## src/rtl/irig_pkg.sv

```systemverilog
// irig_pkg: shared constants and types for the IRIG-B frame generator.
//   - symbol codes driven on irig_data (marker / one / zero / idle)
//   - PWM high widths in milliseconds per symbol
//   - frame length and marker-index test
//   - FSM state type and the latched time-of-year (shadow) record
package irig_pkg;

   localparam logic [2:0] SYM_MARK = 3'b111;
   localparam logic [2:0] SYM_ONE  = 3'b011;
   localparam logic [2:0] SYM_ZERO = 3'b001;
   localparam logic [2:0] SYM_IDLE = 3'b000;

   localparam logic [3:0] W_MARK = 4'd8;
   localparam logic [3:0] W_ONE  = 4'd5;
   localparam logic [3:0] W_ZERO = 4'd2;

   localparam logic [7:0] FRAME_LEN = 8'd100;

   typedef enum logic {ST_IDLE, ST_RUN} state_t;

   // BCD digits kept separately so each can be bit-indexed directly.
   typedef struct packed {
      logic [3:0] sec_u;
      logic [2:0] sec_t;
      logic [3:0] min_u;
      logic [2:0] min_t;
      logic [3:0] hr_u;
      logic [1:0] hr_t;
      logic [3:0] day_u;
      logic [3:0] day_t;
      logic [1:0] day_h;
      logic [3:0] yr_u;
      logic [3:0] yr_t;
   } time_t;

   // Position identifiers sit at bit 0 and every bit ending in 9.
   function automatic logic is_marker(input logic [7:0] idx);
      return (idx == 8'd0) || ((idx % 8'd10) == 8'd9);
   endfunction

endpackage

```

## src/rtl/irig_gen_if.sv

```systemverilog
// irig_gen_if: bus between the IRIG-B generator and its user.
//   master: drives en and the time-of-year fields, receives the line outputs
//   slave : the generator side
// Signals: en, sec[6:0], min[6:0], hour[5:0], day[9:0], year[7:0] (only with
// IRIG_GEN_YEAR_EN), irig_data[2:0], irig_out, ind[7:0], frame_start,
// frame_done, busy.
interface irig_gen_if;
   logic       en;
   logic [6:0] sec;
   logic [6:0] min;
   logic [5:0] hour;
   logic [9:0] day;
`ifdef IRIG_GEN_YEAR_EN
   logic [7:0] year;
`endif
   logic [2:0] irig_data;
   logic       irig_out;
   logic [7:0] ind;
   logic       frame_start;
   logic       frame_done;
   logic       busy;

`ifdef IRIG_GEN_YEAR_EN
   modport master (output en, sec, min, hour, day, year,
                   input  irig_data, irig_out, ind, frame_start, frame_done, busy);
   modport slave  (input  en, sec, min, hour, day, year,
                   output irig_data, irig_out, ind, frame_start, frame_done, busy);
`else
   modport master (output en, sec, min, hour, day,
                   input  irig_data, irig_out, ind, frame_start, frame_done, busy);
   modport slave  (input  en, sec, min, hour, day,
                   output irig_data, irig_out, ind, frame_start, frame_done, busy);
`endif
endinterface

```

## src/rtl/irig_bit_timer.sv

```systemverilog
// irig_bit_timer: millisecond and bit-period timebase for the IRIG-B generator.
// Ports:
//   clk, hrd_rst (async, active-high)
//   i_start    : holds/clears both counters (asserted while the generator idles)
//   o_ms_tick  : last clk of each millisecond
//   o_bit_end  : last clk of each 10 ms bit
//   o_bit_pre  : clk just before o_bit_end (lets the parent register a pulse
//                that lands on the last cycle of a bit)
//   o_ms_cnt   : millisecond index inside the bit, 0..9
module irig_bit_timer #(
   parameter int CLK_PER_MS = 100000
) (
   input  logic       clk,
   input  logic       hrd_rst,
   input  logic       i_start,
   output logic       o_ms_tick,
   output logic       o_bit_end,
   output logic       o_bit_pre,
   output logic [3:0] o_ms_cnt
);
   localparam int CW = (CLK_PER_MS > 1) ? $clog2(CLK_PER_MS) : 1;
   localparam logic [CW-1:0] C_LAST = CW'(CLK_PER_MS - 1);
   localparam logic [CW-1:0] C_PRE  = CW'(CLK_PER_MS - 2);

   logic [CW-1:0] r_clk_cnt;
   logic [3:0]    r_ms_cnt;

   assign o_ms_tick = (r_clk_cnt == C_LAST);
   assign o_bit_end = o_ms_tick && (r_ms_cnt == 4'd9);
   assign o_bit_pre = (r_clk_cnt == C_PRE) && (r_ms_cnt == 4'd9);
   assign o_ms_cnt  = r_ms_cnt;

   always_ff @(posedge clk or posedge hrd_rst) begin
      if (hrd_rst) begin
         r_clk_cnt <= '0;
         r_ms_cnt  <= '0;
      end else if (i_start) begin
         r_clk_cnt <= '0;
         r_ms_cnt  <= '0;
      end else if (o_ms_tick) begin
         r_clk_cnt <= '0;
         r_ms_cnt  <= (r_ms_cnt == 4'd9) ? 4'd0 : r_ms_cnt + 4'd1;
      end else begin
         r_clk_cnt <= r_clk_cnt + 1'b1;
      end
   end
endmodule

```

## src/rtl/irig_gen.sv

```systemverilog
// irig_gen: IRIG-B frame generator. Latches a time-of-year and sends it as
// 100-bit frames, one bit per 10 ms, both as a 3-bit symbol code and as a PWM
// line (high 8/5/2 ms for marker/one/zero).
// Ports:
//   clk, hrd_rst (async, active-high)
//   bus : irig_gen_if.slave (en, time fields in; symbol, line, index, pulses out)
// Parameter CLK_PER_MS (>= 2): clk cycles per millisecond.
// Build option IRIG_GEN_YEAR_EN: adds the year field (bits 50-58); without it
// those bits are sent as zeros.
module irig_gen
   import irig_pkg::*;
#(
   parameter int CLK_PER_MS = 100000
) (
   input  logic       clk,
   input  logic       hrd_rst,
   irig_gen_if.slave  bus
);
   state_t     r_state;
   time_t      r_sh;
   logic [7:0] r_ind;
   logic [2:0] r_irig_data;
   logic       r_irig_out;
   logic       r_frame_start;
   logic       r_frame_done;
   logic       r_busy;

   logic       w_ms_tick, w_bit_end, w_bit_pre;
   logic [3:0] w_ms_cnt;
   logic       w_start;
   time_t      w_in;
   logic [7:0] w_nxt_ind;
   logic       w_nxt_bit;
   logic [2:0] w_nxt_sym;
   logic [3:0] w_pwm_w;
   logic       w_fall;

   // Timer is held at zero while idle, so the edge that enters RUN also
   // starts bit 0 from a clean count.
   assign w_start = (r_state == ST_IDLE);

   irig_bit_timer #(.CLK_PER_MS(CLK_PER_MS)) u_tmr (
      .clk       (clk),
      .hrd_rst   (hrd_rst),
      .i_start   (w_start),
      .o_ms_tick (w_ms_tick),
      .o_bit_end (w_bit_end),
      .o_bit_pre (w_bit_pre),
      .o_ms_cnt  (w_ms_cnt)
   );

   always_comb begin
      w_in       = '0;
      w_in.sec_u = bus.sec[3:0];
      w_in.sec_t = bus.sec[6:4];
      w_in.min_u = bus.min[3:0];
      w_in.min_t = bus.min[6:4];
      w_in.hr_u  = bus.hour[3:0];
      w_in.hr_t  = bus.hour[5:4];
      w_in.day_u = bus.day[3:0];
      w_in.day_t = bus.day[7:4];
      w_in.day_h = bus.day[9:8];
`ifdef IRIG_GEN_YEAR_EN
      w_in.yr_u  = bus.year[3:0];
      w_in.yr_t  = bus.year[7:4];
`endif
   end

   // Symbol for the bit that starts after the current one. Only used inside
   // a frame; bit 0 of a new frame is always a marker.
   assign w_nxt_ind = r_ind + 8'd1;

   always_comb begin
      w_nxt_bit = 1'b0;
      case (w_nxt_ind) inside
         [8'd1:8'd4]:   w_nxt_bit = r_sh.sec_u[2'(w_nxt_ind - 8'd1)];
         [8'd6:8'd8]:   w_nxt_bit = r_sh.sec_t[2'(w_nxt_ind - 8'd6)];
         [8'd10:8'd13]: w_nxt_bit = r_sh.min_u[2'(w_nxt_ind - 8'd10)];
         [8'd15:8'd17]: w_nxt_bit = r_sh.min_t[2'(w_nxt_ind - 8'd15)];
         [8'd20:8'd23]: w_nxt_bit = r_sh.hr_u[2'(w_nxt_ind - 8'd20)];
         [8'd25:8'd26]: w_nxt_bit = r_sh.hr_t[1'(w_nxt_ind - 8'd25)];
         [8'd30:8'd33]: w_nxt_bit = r_sh.day_u[2'(w_nxt_ind - 8'd30)];
         [8'd35:8'd38]: w_nxt_bit = r_sh.day_t[2'(w_nxt_ind - 8'd35)];
         [8'd40:8'd41]: w_nxt_bit = r_sh.day_h[1'(w_nxt_ind - 8'd40)];
         [8'd50:8'd53]: w_nxt_bit = r_sh.yr_u[2'(w_nxt_ind - 8'd50)];
         [8'd55:8'd58]: w_nxt_bit = r_sh.yr_t[2'(w_nxt_ind - 8'd55)];
         default:       w_nxt_bit = 1'b0;
      endcase
   end

   assign w_nxt_sym = is_marker(w_nxt_ind) ? SYM_MARK :
                      (w_nxt_bit ? SYM_ONE : SYM_ZERO);

   always_comb begin
      case (r_irig_data)
         SYM_MARK: w_pwm_w = W_MARK;
         SYM_ONE:  w_pwm_w = W_ONE;
         default:  w_pwm_w = W_ZERO;
      endcase
   end

   // Drop the line at the end of ms W-1 so it is low from the first cycle of ms W.
   assign w_fall = w_ms_tick && (w_ms_cnt == (w_pwm_w - 4'd1));

   always_ff @(posedge clk or posedge hrd_rst) begin
      if (hrd_rst) begin
         r_state       <= ST_IDLE;
         r_sh          <= '0;
         r_ind         <= '0;
         r_irig_data   <= SYM_IDLE;
         r_irig_out    <= 1'b0;
         r_frame_start <= 1'b0;
         r_frame_done  <= 1'b0;
         r_busy        <= 1'b0;
      end else begin
         r_frame_start <= 1'b0;
         r_frame_done  <= 1'b0;
         case (r_state)
            ST_IDLE: begin
               if (bus.en) begin
                  r_sh          <= w_in;
                  r_state       <= ST_RUN;
                  r_busy        <= 1'b1;
                  r_frame_start <= 1'b1;
                  r_ind         <= '0;
                  r_irig_data   <= SYM_MARK;
                  r_irig_out    <= 1'b1;
               end
            end
            ST_RUN: begin
               // Registered one cycle early so it sits on the last cycle of bit 99.
               if (w_bit_pre && (r_ind == FRAME_LEN - 8'd1))
                  r_frame_done <= 1'b1;
               if (w_fall)
                  r_irig_out <= 1'b0;
               if (w_bit_end) begin
                  if (r_ind == FRAME_LEN - 8'd1) begin
                     r_ind <= '0;
                     if (bus.en) begin
                        r_sh          <= w_in;
                        r_frame_start <= 1'b1;
                        r_irig_data   <= SYM_MARK;
                        r_irig_out    <= 1'b1;
                     end else begin
                        r_state     <= ST_IDLE;
                        r_busy      <= 1'b0;
                        r_irig_data <= SYM_IDLE;
                        r_irig_out  <= 1'b0;
                     end
                  end else begin
                     r_ind       <= w_nxt_ind;
                     r_irig_data <= w_nxt_sym;
                     r_irig_out  <= 1'b1;
                  end
               end
            end
            default: r_state <= ST_IDLE;
         endcase
      end
   end

   assign bus.irig_data   = r_irig_data;
   assign bus.irig_out    = r_irig_out;
   assign bus.ind         = r_ind;
   assign bus.frame_start = r_frame_start;
   assign bus.frame_done  = r_frame_done;
   assign bus.busy        = r_busy;

endmodule

```

## src/flat_wrapper.sv

```systemverilog
// flat-port wrapper written by rule: the top's interface ports become plain ports
module irig_gen_flat import irig_pkg::*;
#(
   parameter int CLK_PER_MS = 100000
)
  (clk, hrd_rst, bus_en, bus_sec, bus_min, bus_hour, bus_day, bus_irig_data, bus_irig_out, bus_ind, bus_frame_start, bus_frame_done, bus_busy);
  irig_gen_if bus_i ();
  input  logic clk;
  input  logic hrd_rst;
  input wire logic [$bits(bus_i.en)-1:0] bus_en;
  input wire logic [$bits(bus_i.sec)-1:0] bus_sec;
  input wire logic [$bits(bus_i.min)-1:0] bus_min;
  input wire logic [$bits(bus_i.hour)-1:0] bus_hour;
  input wire logic [$bits(bus_i.day)-1:0] bus_day;
  output wire logic [$bits(bus_i.irig_data)-1:0] bus_irig_data;
  output wire logic [$bits(bus_i.irig_out)-1:0] bus_irig_out;
  output wire logic [$bits(bus_i.ind)-1:0] bus_ind;
  output wire logic [$bits(bus_i.frame_start)-1:0] bus_frame_start;
  output wire logic [$bits(bus_i.frame_done)-1:0] bus_frame_done;
  output wire logic [$bits(bus_i.busy)-1:0] bus_busy;
  assign bus_i.en = bus_en;
  assign bus_i.sec = bus_sec;
  assign bus_i.min = bus_min;
  assign bus_i.hour = bus_hour;
  assign bus_i.day = bus_day;
  assign bus_irig_data = bus_i.irig_data;
  assign bus_irig_out = bus_i.irig_out;
  assign bus_ind = bus_i.ind;
  assign bus_frame_start = bus_i.frame_start;
  assign bus_frame_done = bus_i.frame_done;
  assign bus_busy = bus_i.busy;
  irig_gen #(.CLK_PER_MS(CLK_PER_MS)) u_core (.clk(clk), .hrd_rst(hrd_rst), .bus(bus_i));
endmodule
```

## config.mk

```make
export PLATFORM = sky130hd
export DESIGN_NAME = irig_gen_flat
export DESIGN_NICKNAME = d
export VERILOG_FILES = /design/src/rtl/irig_pkg.sv /design/src/rtl/irig_gen_if.sv /design/src/rtl/irig_bit_timer.sv /design/src/rtl/irig_gen.sv /design/src/flat_wrapper.sv
export SDC_FILE = /design/constraint.sdc
export NUM_CORES = 1
export LEC_CHECK = 0
export CAP_MARGIN = 25
export CORE_ASPECT_RATIO = 1.75
export CORE_MARGIN = 2
export CORE_UTILIZATION = 59
export CTS_CLUSTER_DIAMETER = 40
export DETAILED_ROUTE_END_ITERATION = 8
export DONT_BUFFER_PORTS = 1
export HOLD_SLACK_MARGIN = 0.15
export PLACE_DENSITY_LB_ADDON = 0.3
export SLEW_MARGIN = 5
export SYNTH_ARGS = -nofsm -noshare
export SYNTH_HDL_FRONTEND = slang
export SYNTH_SLANG_ARGS = --single-unit
```

## constraint.sdc

```tcl
create_clock -name clk -period 4.8 [get_ports clk]
set_input_delay 0.96 -clock clk [delete_from_list [all_inputs] [get_ports clk]]
set_output_delay 0.96 -clock clk [all_outputs]
set_load 0.05 [all_outputs]
```

==> results_dict.tcl <==
set metrics [dict create \
    final_nets 548 \
    cts.sinks 67 \
    grtUsageTotal_pct 27.2 \
    tightestPinTransition_ns 1.03 \
    cts_tree "yes" \
    synth_seq_area_share_pct 38.5 \
    grt_antenna_before_repair 0 \
    met3_usage_pct 8.70 \
    fin_cells 597 \
    synth_top_area_share_pct 38.5 \
    grt_pass1_wl_um 16900 \
    hp-class "reg -> reg" \
    wire_per_inst_um 16.9 \
    vias 3675 \
    first_pass_iters 5 \
    cp_max_fo 32 \
    drtIter0Drc 264 \
    final-hold-violation-count 0 \
    gr-usage-met1_pct 34.4 \
    rsz0062_at_grt "false" \
    mappedNetlistNets 558 \
    fin_crit_sh_pct 81.1 \
    dpl.hpwl_um 6980 \
    clkTransAtPathRegs_ns 0.06 \
    power_mw 1.51 \
    grt_start_max_net_pins 37 \
    netlist_area_um2 4360 \
    drt_wl_total_um 10100 \
    die_h_um 118 \
    grt_pass1_vias 3649 \
    placed_area_um2 4340 \
    numCtsBuffers 9 \
    synth.most_common_cell "nand2_1" \
    clk_latency_ns 0.33 \
    cts_buffer_depth 2 \
    syn2layout_area_growth_pct 6.78 \
    fp.dieW_um 69.0 \
    hold_buffers 0 \
    crit_arrival_ns 4.16 \
    portBuffers 0 \
    stdcell_area_um2 4650 \
    dp_cells 579 \
    ys_types 73 \
    busiest_layer "met2" \
    ant_nets 0 \
    cp.required_ns 5.07 \
    dieArea_um2 8110 \
    synthFlopType "dfrtp_1" \
    slew_headroom_pct 31.4 \
    rows 41 \
    netlist_instances 516 \
    powerDensity_nw_per_um2 324 \
    drv_slew 0 \
    cellLeakagePower_nw 2.03 \
    postCtsResizedCells 0 \
    synth_commonest_cells "nand2_1, dfrtp_1, nor2_1, nand3_1, o21ai_0" \
    dp_slack_ns 0.930 \
    syn_avg_cell_area_um2 8.44 \
    antenna_cells 0 \
    vias_per_cell 6.16 \
    drive_gt1_share_pct 9.78 \
    grt_overflow 0 \
    maxCapViolations 0 \
    yosysTopAreaCell "dfrtp_1" \
    setup_viol 0 \
    clock_skew_ns 0.00540 \
    start_util_pct 60.6 \
    setup_slack_ns 0.908 \
    htreeDepth 3 \
    fin_crit_ns 3.89 \
    core_um2 7180 \
    finalSetupTns_ns 0 \
    ir_worst_vdd_mv 0.296 \
    fmax_mhz 257 \
    route.detailed.drc 0 \
    io_pins 48 \
    synth_async_sr_flop_share_pct 100 \
    critical_path_class "reg -> reg" \
    ys_warn_count 0 \
    synth_edf_count 0 \
    grt_util_met2_pct 40.7 \
    outcome "completed" \
    clock-root-buffer "clkbuf_16" \
    ys_seq_elements 67 \
    endpoint_kind "flop" \
    synth.area.top_cells "dfrtp_1, nand2_1, nor2_1, xnor2_1, ha_1" \
    crit_path_start_kind "flop" \
    cts_setup_buffers 0 \
    gp_congestion 0.979 \
]
-- routing by layer --
layer  wire [um]  up-vias
met5           0        -
met4         413        0
li1            -     1787
met2        4880      143
met1        4150     1711
met3         653       34
-- cell type report --
cell class	count	area [um^2]
Clock inverter	4	25.0
Fill cell	603	2530
Multi-Input combinational cell	406	2450
Timing Repair Buffer	9	82.6
Sequential cell	67	1680
Tap cell	86	108
Clock buffer	12	256
Inverter	13	48.8
-- critical path, cell delays in order (launching register included) --
cell and delay (ns):
dfrtp_1 0.89, ha_1 0.72, inv_1 0.28, nor3_1 0.31
nand4bb_1 0.36, o21ai_1 0.30, nand2_1 0.08, buf_4 0.23
inv_2 0.40, a41oi_1 0.13, nand3_1 0.12
-- power by group --
group	internal, mW	switching [mW]	total (mW)
Sequential	0.629	0.0831	0.712
Combinational	0.0812	0.0997	0.181
Clock	0.375	0.238	0.613
Total	1.09	0.420	1.51
-- worst paths after layout --
check	startpoint	endpoint	slack [ns]	cells past startpoint
setup / recovery	u_core.bus.ind[1]	u_core.bus.irig_data[2]	0.91	10
hold / removal	u_core.r_sh[9]	u_core.r_sh[9]	0.46	2
setup reg to reg	u_core.bus.ind[1]	u_core.bus.irig_data[2]	0.91	10
hold reg to reg	u_core.r_sh[9]	u_core.r_sh[9]	0.46	2
max in group asynchronous	hrd_rst	u_core.r_sh[12]	3.30	2
min in group asynchronous	hrd_rst	u_core.u_tmr.r_clk_cnt[14]	0.60	1
-- cells by family (layout without fill, tap and decap cells) --
group           after synthesis  count (layout)  share of synthesized area (%)
mux                           9               9                           3.25
simple gates                262             262                           28.2
buf+inv                      43              38                           5.17
fa+ha+maj                     9               9                           2.59
compound gates              100             100                           16.9
flops                        67              67                           38.5
xor+xnor                     26              26                           5.40
-- sequential cells by signal (all words and copies together) (netlist names) --
register                cells
u_core.bus.busy             1
u_core.bus.frame_done       1
u_core.bus.frame_start      1
u_core.bus.ind              8
u_core.bus.irig_data        3
u_core.bus.irig_out         1
u_core.r_sh                30
u_core.r_state              1
u_core.u_tmr.o_ms_cnt       4
u_core.u_tmr.r_clk_cnt     17
-- stage by stage --
step,hold WS (ns),util (%)
floorplan,0.438,-
global placement,0.454,60.4
detailed placement,0.456,60.4
CTS,0.469,64.3
global route,0.498,64.8
finish,0.465,64.8
-- cell usage in the layout (no fill, tap or decap), drive strengths merged, types with 8 or more instances in the layout --
cell type  count
a21oi         14
a31oi         10
buf            9
clkbuf        12
dfrtp         67
ha             9
inv           13
nand2        126
nand2b        10
nand3         23
nor2          43
nor2b          8
nor3          15
o21ai         23
xnor2         14
xor2          12
No activity file was read; power rests on OpenSTA's default activity.
